$ cat config.mk
export PLATFORM = sky130hd
export DESIGN_NAME = struct_port_tx_flat
export DESIGN_NICKNAME = d
export VERILOG_FILES = /design/src/rtl/struct_port_pkg.sv /design/src/rtl/struct_port_if.sv /design/src/rtl/struct_port_fifo.sv /design/src/rtl/struct_port_tx.sv /design/src/flat_wrapper.sv
export SDC_FILE = /design/constraint.sdc
export NUM_CORES = 1
export LEC_CHECK = 0
export BUFFER_PORTS_ARGS = -buffer_cell sky130_fd_sc_hd__buf_2
export CORE_MARGIN = 1.5
export CORE_UTILIZATION = 60
export DETAILED_ROUTE_END_ITERATION = 6
export PLACE_DENSITY = 0.83
export SYNTH_ARGS = -nofsm -noshare
export SYNTH_HDL_FRONTEND = slang
export SYNTH_SLANG_ARGS = --single-unit
$ cat constraint.sdc
create_clock -name i_clk -period 3.9 [get_ports i_clk]
set_clock_uncertainty 0.05 [all_clocks]
set_input_delay 0.195 -clock i_clk [delete_from_list [all_inputs] [get_ports i_clk]]
set_output_delay 0.195 -clock i_clk [all_outputs]
set_load 0.005 [all_outputs]
$ cat src/rtl/struct_port_pkg.sv
// Shared types for the struct-typed valid/ready byte link.
package struct_port_pkg;

  localparam int SEQ_W = 4;

  typedef logic [7:0] byte_t;

  // One beat on the link: payload, position in frame, end-of-frame marker.
  typedef struct packed {
    byte_t            data;
    logic [SEQ_W-1:0] seq;
    logic             last;
  } pkt_t;

  // One queued producer byte waiting in the FIFO.
  typedef struct packed {
    byte_t data;
    logic  last;
  } entry_t;

  typedef enum logic [1:0] {
    ST_IDLE  = 2'd0,
    ST_SEND  = 2'd1,
    ST_FLUSH = 2'd2
  } tx_state_t;

endpackage

$ cat src/rtl/struct_port_if.sv
// Valid/ready link carrying pkt_t beats; TX drives valid/pkt, RX drives ready.
interface I_hs;
  import struct_port_pkg::*;

  logic valid;
  logic ready;
  pkt_t pkt;

  modport TX (output valid, output pkt, input ready);
  modport RX (input valid, input pkt, output ready);
endinterface

$ cat src/rtl/struct_port_fifo.sv
// Byte+last FIFO with wrap-bit pointers and a synchronous flush.
module struct_port_fifo
  import struct_port_pkg::*;
#(
  parameter int DEPTH = 4
) (
  input  logic                     i_clk,
  input  logic                     i_rst_n,
  input  logic                     i_push,
  input  entry_t                   i_wdata,
  input  logic                     i_pop,
  input  logic                     i_flush,
  output entry_t                   o_rdata,
  output logic                     o_empty,
  output logic                     o_full,
  output logic [$clog2(DEPTH):0]   o_count
);

  localparam int AW = $clog2(DEPTH);
  localparam logic [AW:0] PTR_ONE = 1;

  entry_t      mem [DEPTH];
  logic [AW:0] wr_ptr;
  logic [AW:0] rd_ptr;
  logic        do_push;
  logic        do_pop;

  // Full when the pointers sit on the same slot but on different laps.
  assign o_empty = (wr_ptr == rd_ptr);
  assign o_full  = (wr_ptr[AW] != rd_ptr[AW]) && (wr_ptr[AW-1:0] == rd_ptr[AW-1:0]);
  assign o_count = wr_ptr - rd_ptr;
  assign o_rdata = mem[rd_ptr[AW-1:0]];

  assign do_push = i_push && !o_full && !i_flush;
  assign do_pop  = i_pop && !o_empty && !i_flush;

  // Pointer update; flush discards everything queued in one edge.
  always_ff @(posedge i_clk or negedge i_rst_n) begin
    if (!i_rst_n) begin
      wr_ptr <= '0;
      rd_ptr <= '0;
    end else if (i_flush) begin
      wr_ptr <= '0;
      rd_ptr <= '0;
    end else begin
      if (do_push) wr_ptr <= wr_ptr + PTR_ONE;
      if (do_pop)  rd_ptr <= rd_ptr + PTR_ONE;
    end
  end

  // Storage write; contents need no reset since the pointers gate reads.
  always_ff @(posedge i_clk) begin
    if (do_push) mem[wr_ptr[AW-1:0]] <= i_wdata;
  end

endmodule

$ cat src/rtl/struct_port_tx.sv
// Writer end of the I_hs link: buffers producer bytes and presents them as
// sequence-numbered pkt_t beats under valid/ready.
//
//   state    | meaning
//   ---------+-----------------------------------------------------------
//   ST_IDLE  | output register empty; load it as soon as the FIFO has data
//   ST_SEND  | beat presented; reload from FIFO on transfer or go idle
//   ST_FLUSH | FIFO discarded; wait for any held beat to drain, clear seq
module struct_port_tx
  import struct_port_pkg::*;
#(
  parameter int DEPTH = 4
) (
  input  logic                         i_clk,
  input  logic                         i_rst_n,
  input  logic                         i_valid,
  output logic                         o_ready,
  input  logic [7:0]                   i_data,
  input  logic                         i_last,
  input  logic                         i_flush,
  I_hs.TX                              p_tx,
  output logic [$clog2(DEPTH+1)-1:0]   o_count,
  output logic [7:0]                   o_frames
);

  tx_state_t        state_q;
  tx_state_t        state_d;
  logic             rdy_en_q;
  entry_t           head;
  entry_t           wdata;
  logic             fifo_empty;
  logic             fifo_full;
  logic             push;
  logic             load;
  logic             seq_clr;
  logic             transfer;
  logic             valid_q;
  pkt_t             pkt_q;
  logic [SEQ_W-1:0] seq_q;
  logic [SEQ_W-1:0] seq_d;

  // Ready is a function of registered occupancy, so a pop cannot free a slot
  // for a push in the same cycle.
  assign o_ready  = rdy_en_q && !fifo_full && !i_flush;
  assign push     = i_valid && o_ready;
  assign transfer = valid_q && p_tx.ready;
  assign wdata    = '{data: i_data, last: i_last};

  assign p_tx.valid = valid_q;
  assign p_tx.pkt   = pkt_q;

  struct_port_fifo #(.DEPTH(DEPTH)) u_fifo (
    .i_clk   (i_clk),
    .i_rst_n (i_rst_n),
    .i_push  (push),
    .i_wdata (wdata),
    .i_pop   (load),
    .i_flush (i_flush),
    .o_rdata (head),
    .o_empty (fifo_empty),
    .o_full  (fifo_full),
    .o_count (o_count)
  );

  // Hold o_ready low until the first edge after reset release.
  always_ff @(posedge i_clk or negedge i_rst_n) begin
    if (!i_rst_n) rdy_en_q <= 1'b0;
    else          rdy_en_q <= 1'b1;
  end

  // State register.
  always_ff @(posedge i_clk or negedge i_rst_n) begin
    if (!i_rst_n) state_q <= ST_IDLE;
    else          state_q <= state_d;
  end

  // Next-state logic; flush overrides every state.
  always_comb begin
    state_d = state_q;
    if (i_flush) begin
      state_d = ST_FLUSH;
    end else begin
      case (state_q)
        ST_IDLE:  if (!fifo_empty) state_d = ST_SEND;
        ST_SEND:  if (transfer && fifo_empty) state_d = ST_IDLE;
        ST_FLUSH: if (!valid_q || transfer) state_d = ST_IDLE;
        default:  state_d = ST_IDLE;
      endcase
    end
  end

  // Output decode: when to pull the FIFO head and when a flush has drained.
  always_comb begin
    load    = 1'b0;
    seq_clr = 1'b0;
    case (state_q)
      ST_IDLE:  load    = !fifo_empty && !i_flush;
      ST_SEND:  load    = !fifo_empty && !i_flush && transfer;
      ST_FLUSH: seq_clr = !i_flush && (!valid_q || transfer);
      default:  ;
    endcase
  end

  // Sequence value after this edge; a reloaded beat takes it directly so
  // back-to-back beats number consecutively.
  always_comb begin
    seq_d = seq_q;
    if (seq_clr)       seq_d = '0;
    else if (transfer) seq_d = pkt_q.last ? '0 : seq_q + SEQ_W'(1);
  end

  // Output register: valid and pkt hold until the beat transfers.
  always_ff @(posedge i_clk or negedge i_rst_n) begin
    if (!i_rst_n) begin
      valid_q <= 1'b0;
      pkt_q   <= '0;
    end else if (load) begin
      valid_q <= 1'b1;
      pkt_q   <= '{data: head.data, seq: seq_d, last: head.last};
    end else if (transfer) begin
      valid_q <= 1'b0;
    end
  end

  // Running sequence counter and completed-frame count.
  always_ff @(posedge i_clk or negedge i_rst_n) begin
    if (!i_rst_n) begin
      seq_q    <= '0;
      o_frames <= '0;
    end else begin
      seq_q <= seq_d;
      if (transfer && pkt_q.last) o_frames <= o_frames + 8'd1;
    end
  end

endmodule
$ cat src/flat_wrapper.sv
// flat-port wrapper written by rule: the top's interface ports become plain ports
module struct_port_tx_flat import struct_port_pkg::*;
#(
  parameter int DEPTH = 4
)
  (i_clk, i_rst_n, i_valid, o_ready, i_data, i_last, i_flush, o_count, o_frames, p_tx_valid, p_tx_pkt, p_tx_ready);
  I_hs p_tx_i ();
  input  logic i_clk;
  input  logic i_rst_n;
  input  logic i_valid;
  output logic o_ready;
  input  logic [7:0] i_data;
  input  logic i_last;
  input  logic i_flush;
  output logic [$clog2(DEPTH+1)-1:0] o_count;
  output logic [7:0] o_frames;
  output wire logic [$bits(p_tx_i.valid)-1:0] p_tx_valid;
  output wire logic [$bits(p_tx_i.pkt)-1:0] p_tx_pkt;
  input wire logic [$bits(p_tx_i.ready)-1:0] p_tx_ready;
  assign p_tx_valid = p_tx_i.valid;
  assign p_tx_pkt = p_tx_i.pkt;
  assign p_tx_i.ready = p_tx_ready;
  struct_port_tx #(.DEPTH(DEPTH)) u_core (.i_clk(i_clk), .i_rst_n(i_rst_n), .i_valid(i_valid), .o_ready(o_ready), .i_data(i_data), .i_last(i_last), .i_flush(i_flush), .p_tx(p_tx_i), .o_count(o_count), .o_frames(o_frames));
endmodule
Word-level counts from Yosys, hierarchy flattened
Memories as Yosys holds them, arrays and structs flattened. A register that Yosys moved wholly into a read port is not among the register bits.
Index checks and enable logic that the tools add are counted.
- multiplexer cells: 18
- reductions and logical operators: 25
- add/sub/neg operators: 5
- equal/unequal tests: 8
- operators by type and width (cell ; number):
    1-bit logical AND ; 14
    3-bit two-way mux ; 4
    4-bit two-way mux ; 3
    8-bit by 1-bit adder with 8-bit output (second input constant) ; 1
    2-bit two-way mux ; 4
    3-bit by 1-bit adder with 3-bit output (second input constant) ; 2
    3-bit by 2-bit != test with 1-bit output (second input constant) ; 2
    2-bit one-hot mux with 3 select lines ; 1
    2-bit nonzero test ; 3
    1-bit logical NOT ; 5
    1-bit two-way mux ; 5
    4-bit by 1-bit adder with 4-bit output (second input constant) ; 1
    3-bit equality test ; 1
    3-bit != test (second input constant) ; 1
    3-bit AND reduction ; 1
    3-bit subtractor ; 1
    2-bit by 1-bit equality test with 1-bit output (second input constant) ; 1
    2-bit equality test ; 1
    2-bit equality test (second input constant) ; 1
    2-bit logical NOT ; 1
    1-bit one-hot mux with 2 select lines ; 1
    1-bit logical OR ; 1
    1-bit != test ; 1
- memories kept: 1
- word-level logic and storage cells: 65
- memory bits (writable): 36
- input bits: 14
- register bits after elaboration: 26
- memories (name ; depth ; width ; read ports ; clocked after memory_dff ; wr ports ; RTL line ; text):
    u_core.u_fifo.mem ; 4 ; 9 ; 1 ; 1 ; 1 ; struct_port_fifo.sv:22 ; entry_t mem [DEPTH];

Logic depth before layout (Yosys ltp)
- depth in word-level cells: 10
- mapped depth: 8

By module
A second synthesis with hierarchy kept.
- cells, all modules: 204
- area total of the unflattened synthesis: 3085.5 µm²
- modules (own cells, without submodules) (module ; instances ; area an instance (µm²) ; cells each):
    struct_port_fifo ; 1 ; 1861.8 ; 110
    struct_port_tx ; 1 ; 1223.7 ; 94

Least setup slack after synthesis
No wires, ideal clock.
- path type: register to register
- start point: reg u_core.u_fifo.rd_ptr[1]
- end point: mem u_core.u_fifo.mem[3][0] in the netlist's numbering, enable pin
- clock period less this slack: 2.463 ns
- buffers on the path: 1
- cell stages (with the launch flop): 5
- required time: 3.452 ns
- arrival: 2.015 ns
- path slack: 1.437 ns
- cell sequence: dfrtp_1 clkbuf_1 inv_1 ha_1 a311oi_1
- word-level cells in the longest chain between the ends: 10
- RTL lines (item ; RTL line ; text):
    from (decl) ; struct_port_fifo.sv:24 ; logic [AW:0] rd_ptr;
    from (signal assigned) ; struct_port_fifo.sv:47 ; if (do_pop) rd_ptr <= rd_ptr + PTR_ONE;
    2-bit equality test (*) ; struct_port_fifo.sv:30 ; assign o_full = (wr_ptr[AW] != rd_ptr[AW]) && (wr_ptr[AW-1:0] == rd_ptr[AW-1:0]);
    1-bit logical AND (*) ; struct_port_fifo.sv:30 ;
    1-bit logical NOT (*) ; struct_port_fifo.sv:34, struct_port_tx.sv:44 ;
    1-bit logical AND (2 in a row) ; struct_port_tx.sv:44 ; assign o_ready = rdy_en_q && !fifo_full && !i_flush;
    1-bit logical AND ; struct_port_tx.sv:45 ; assign push = i_valid && o_ready;
    1-bit logical AND (*) (2 in a row) ; struct_port_fifo.sv:34 ; assign do_push = i_push && !o_full && !i_flush;
    1-bit two-way mux (*) ; struct_port_fifo.sv:53 ; if (do_push) mem[wr_ptr[AW-1:0]] <= i_wdata;
    1-bit two-way mux (not written as such) (*) ; struct_port_fifo.sv:53 ;
    to (decl) ; struct_port_fifo.sv:22 ;
Mark *: on every way between the ends. The rest lies on a longest branch, timed or not.

Worst setup path after layout
- start point: reg u_core.u_fifo.rd_ptr[0]
- end point: mem u_core.u_fifo.mem[2][5] in the netlist's numbering, enable pin
The elaborated chain is that of the path after synthesis.

==> out/qor.csv <==
stage;metric;value;unit
placement;placed_cell_area;3220;um^2
placement;io_buffers;39;
yosys;synthCells;190;
power_and_ir_drop;power_density;502;nW/um^2
setup_path;r2r_cells;3;
sta;finalSetupViolCount;0;
sta;max_clock_freq;366;MHz
flow_run;cap_violations;0;
route;routedWlPerCell;15.6;um
finish;diodes;0;
sta;post-route-min-period;2730;ps
route;drtAntennaViolNets;0;
yosys;synth_area_leaders;edfxtp_1, dfrtp_1, mux4_2;
die;die_x;73.2;um
die;ioPinCount;40;
finish;fin_area;3420;um^2
clocking;cts_tree;yes;
status;status;finished clean;
sta;max-slew-margin-rel;36.1;%
route;viasPerCell;5.42;
finish;fin_nets;261;
yosys;ys.flop_type;edfxtp_1;
finish;drive_gt1_share;33.6;%
clocking;cts-root-buf;clkbuf_8;
setup_path;timing.rr.start;u_core.u_fifo.rd_ptr[0];
grt;grt_pass1_wl;7680;um
setup_path;crit_type;reg -> reg;
grt;grt_usage;20.7;%
finish;syn_to_final_growth;15.5;%
clocking;htree_levels;3;
setup_path;cp-end-kind;register;
die;rows;25;
setup_path;r2r-end;u_core.u_fifo.mem[2][5];
yosys;synth.top_cell.area_share;36.6;%
route;vias;1669;
route;drc;0;
yosys;yosysMostFrequentCell;edfxtp_1;
route;drt_iter0_markers;153;
setup_path;crit_required;3850;ps
power_and_ir_drop;p_leak;1.46;nW
die;die_y;73.2;um
clocking;cts_made_buffers;9;
grt;grt_max_degree;36;
yosys;synth_seq_area_share;66.2;%
yosys;synthArstFlopShare;49.3;%
setup_path;critical_path.max_stage_delay;770;ps
setup_path;r2r_slack;1170;ps
sta;rsz0062_at_grt;no;
setup_path;crit_chain;ha_1 -> a311oi_1 -> and2_1;
sta;drv_slew;0;
yosys;syn_area_per_cell;15.6;um^2
power_and_ir_drop;ir_worst_vdd;0.342;mV
placement;place_hpwl;3400;um
worst_hold_path;hp-start;i_data[7];
clocking;cts.path.max_buffers;2;
route;wirelength;4800;um
grt;grt_antenna_before_repair;0;
die;core;4720;um^2
setup_path;arrival;2670;ps
sta;finalCritPeriodShare;70.0;%
yosys;syn_nets;214;
worst_hold_path;hold_depth;1;
yosys;synth_commonest_cells;edfxtp_1, dfrtp_1, nor2_1;
placement;globalplace.congestion;0.761;
yosys;ys_warn_count;0;
setup_path;critPathMaxFanout;12;
die;die-area;5360;um^2
clocking;clkSinkCount;71;
setup_path;slowest_stage;dfrtp_1;
sta;finalHoldViolCount;0;
yosys;synth.distinct_cells;40;
yosys;mappedNetlistArea;2960;um^2
sta;setup_tns;0;ps
worst_hold_path;hold_end;u_core.u_fifo.mem[2][8];
sta;worstMarginPinSlew;959;ps
grt;gr-total-overflow;0;
clocking;clkTransAtPathRegs;70;ps
die;start_util;62.6;%
yosys;yosys_register_bits;71;
setup_path;start_kind;register;
clocking;clk_latency;340;ps
yosys;post-synth-top-area-cell;edfxtp_1;
clocking;post_cts_resized;0;
grt;grt_pass1_vias;1494;
worst_hold_path;hold_path.class;in -> reg;
route;dr.pass1.iters;4;
yosys;synth_edf_count;36;
==> cell families (layout without fill, tap and decap cells) <==
logic type	count (synthesis)	after routing	synth area share, %
flops	71	71	66.2
other cells	1	1	0.127
mux	21	21	11.4
compound gates	17	17	4.44
xor+xnor	14	14	4.40
fa+ha+maj	10	10	4.49
buf+inv	13	64	2.03
simple gates	43	43	6.94
==> power breakdown <==
group	leakage [nW]	internal [mW]	total (mW)	switching [mW]
combinational	0.583	0.130	0.229	0.0995
sequential	0.786	0.866	0.933	0.0672
clock	0.0887	0.289	0.553	0.264
==> cell type report <==
class,instances,area (um^2)
timing repair buffer,41,213
inverter,8,30.0
clock inverter,6,62.6
sequential,71,1960
clock buffer,9,124
multi-input combinational,106,946
tap,67,83.8
fill,315,1310
==> metrics by stage <==
step | power [mW] | std cells | utilization, % | worst slack (ps) | hold WS [ps]
detailed placement | 1.18 | 292 | 68.2 | 1160 | 262
global placement | 1.17 | 292 | 68.2 | 1220 | 259
floorplan | 1.06 | 190 | - | 1440 | -151
global route | 1.80 | 308 | 72.3 | 854 | 8.14
finish | 1.72 | 308 | 72.3 | 1170 | 22.6
CTS | 1.73 | 308 | 72.3 | 1140 | 9.38
==> critical path, delay by kind of cell, from the launching register on <==
kind,cells,cell delay [ps]
AO/OA/AOI/OAI,1,660
AND/OR/NAND/NOR,1,490
flip-flops,1,770
adder cells (fa/ha/maj),1,410
==> routing by layer <==
layer / part of all wire [%] / global-route usage, % / wire length (um)
met2: 43 / 27.4 / 2070
met1: 47 / 31.3 / 2280
met4: 1.7 / 8.81 / 83
met5: 0 / 0 / 0
met3: 7.6 / 7.04 / 364
==> registers in the layout, indices dropped and copies added, names as in the netlist, 2 cells and up <==
| register | cells |
|---|---|
| u_core.u_fifo.mem | 36 |
| u_core.o_frames | 8 |
| u_core.state_q | 2 |
| u_core.u_fifo.rd_ptr | 3 |
| u_core.seq_q | 4 |
| u_core.p_tx.pkt | 13 |
| u_core.u_fifo.wr_ptr | 3 |
==> how the worst max path moves through the flow <==
stage,from,to,slack [ps],depth (start not counted)
final,u_core.u_fifo.rd_ptr[0],u_core.u_fifo.mem[2][5],1170,3
after floorplan,u_core.u_fifo.rd_ptr[1],u_core.u_fifo.mem[3][0],1440,4
after global placement,u_core.u_fifo.rd_ptr[0],u_core.u_fifo.mem[0][1],1220,3
after global routing,u_core.u_fifo.rd_ptr[0],u_core.u_fifo.mem[2][0],850,3
after CTS,u_core.u_fifo.rd_ptr[0],u_core.u_fifo.mem[2][0],1140,3
after detailed placement,u_core.u_fifo.rd_ptr[0],u_core.u_fifo.mem[2][8],1160,3
==> cells in the final DEF (no fill, tap or decap), types with 2 or more instances in the layout <==
| cell type | n |
|---|---|
| edfxtp_1 | 36 |
| inv_1 | 8 |
| clkinvlp_4 | 2 |
| nor2_1 | 14 |
| o31ai_1 | 3 |
| nand2b_1 | 2 |
| mux2_2 | 11 |
| nand2_1 | 9 |
| a21oi_1 | 2 |
| mux4_2 | 9 |
| and3_1 | 2 |
| xnor2_1 | 7 |
| dfrtp_1 | 35 |
| buf_2 | 39 |
| and2_1 | 3 |
| xor2_1 | 6 |
| clkbuf_8 | 9 |
| nand3_1 | 7 |
| ha_1 | 9 |
==> what timing repair did <==
item	CTS	global route
endpoints found under the hold margin	35	0
setup buffers	0	0
hold buffers	1	0
No activity file was read; power rests on OpenSTA's default activity.
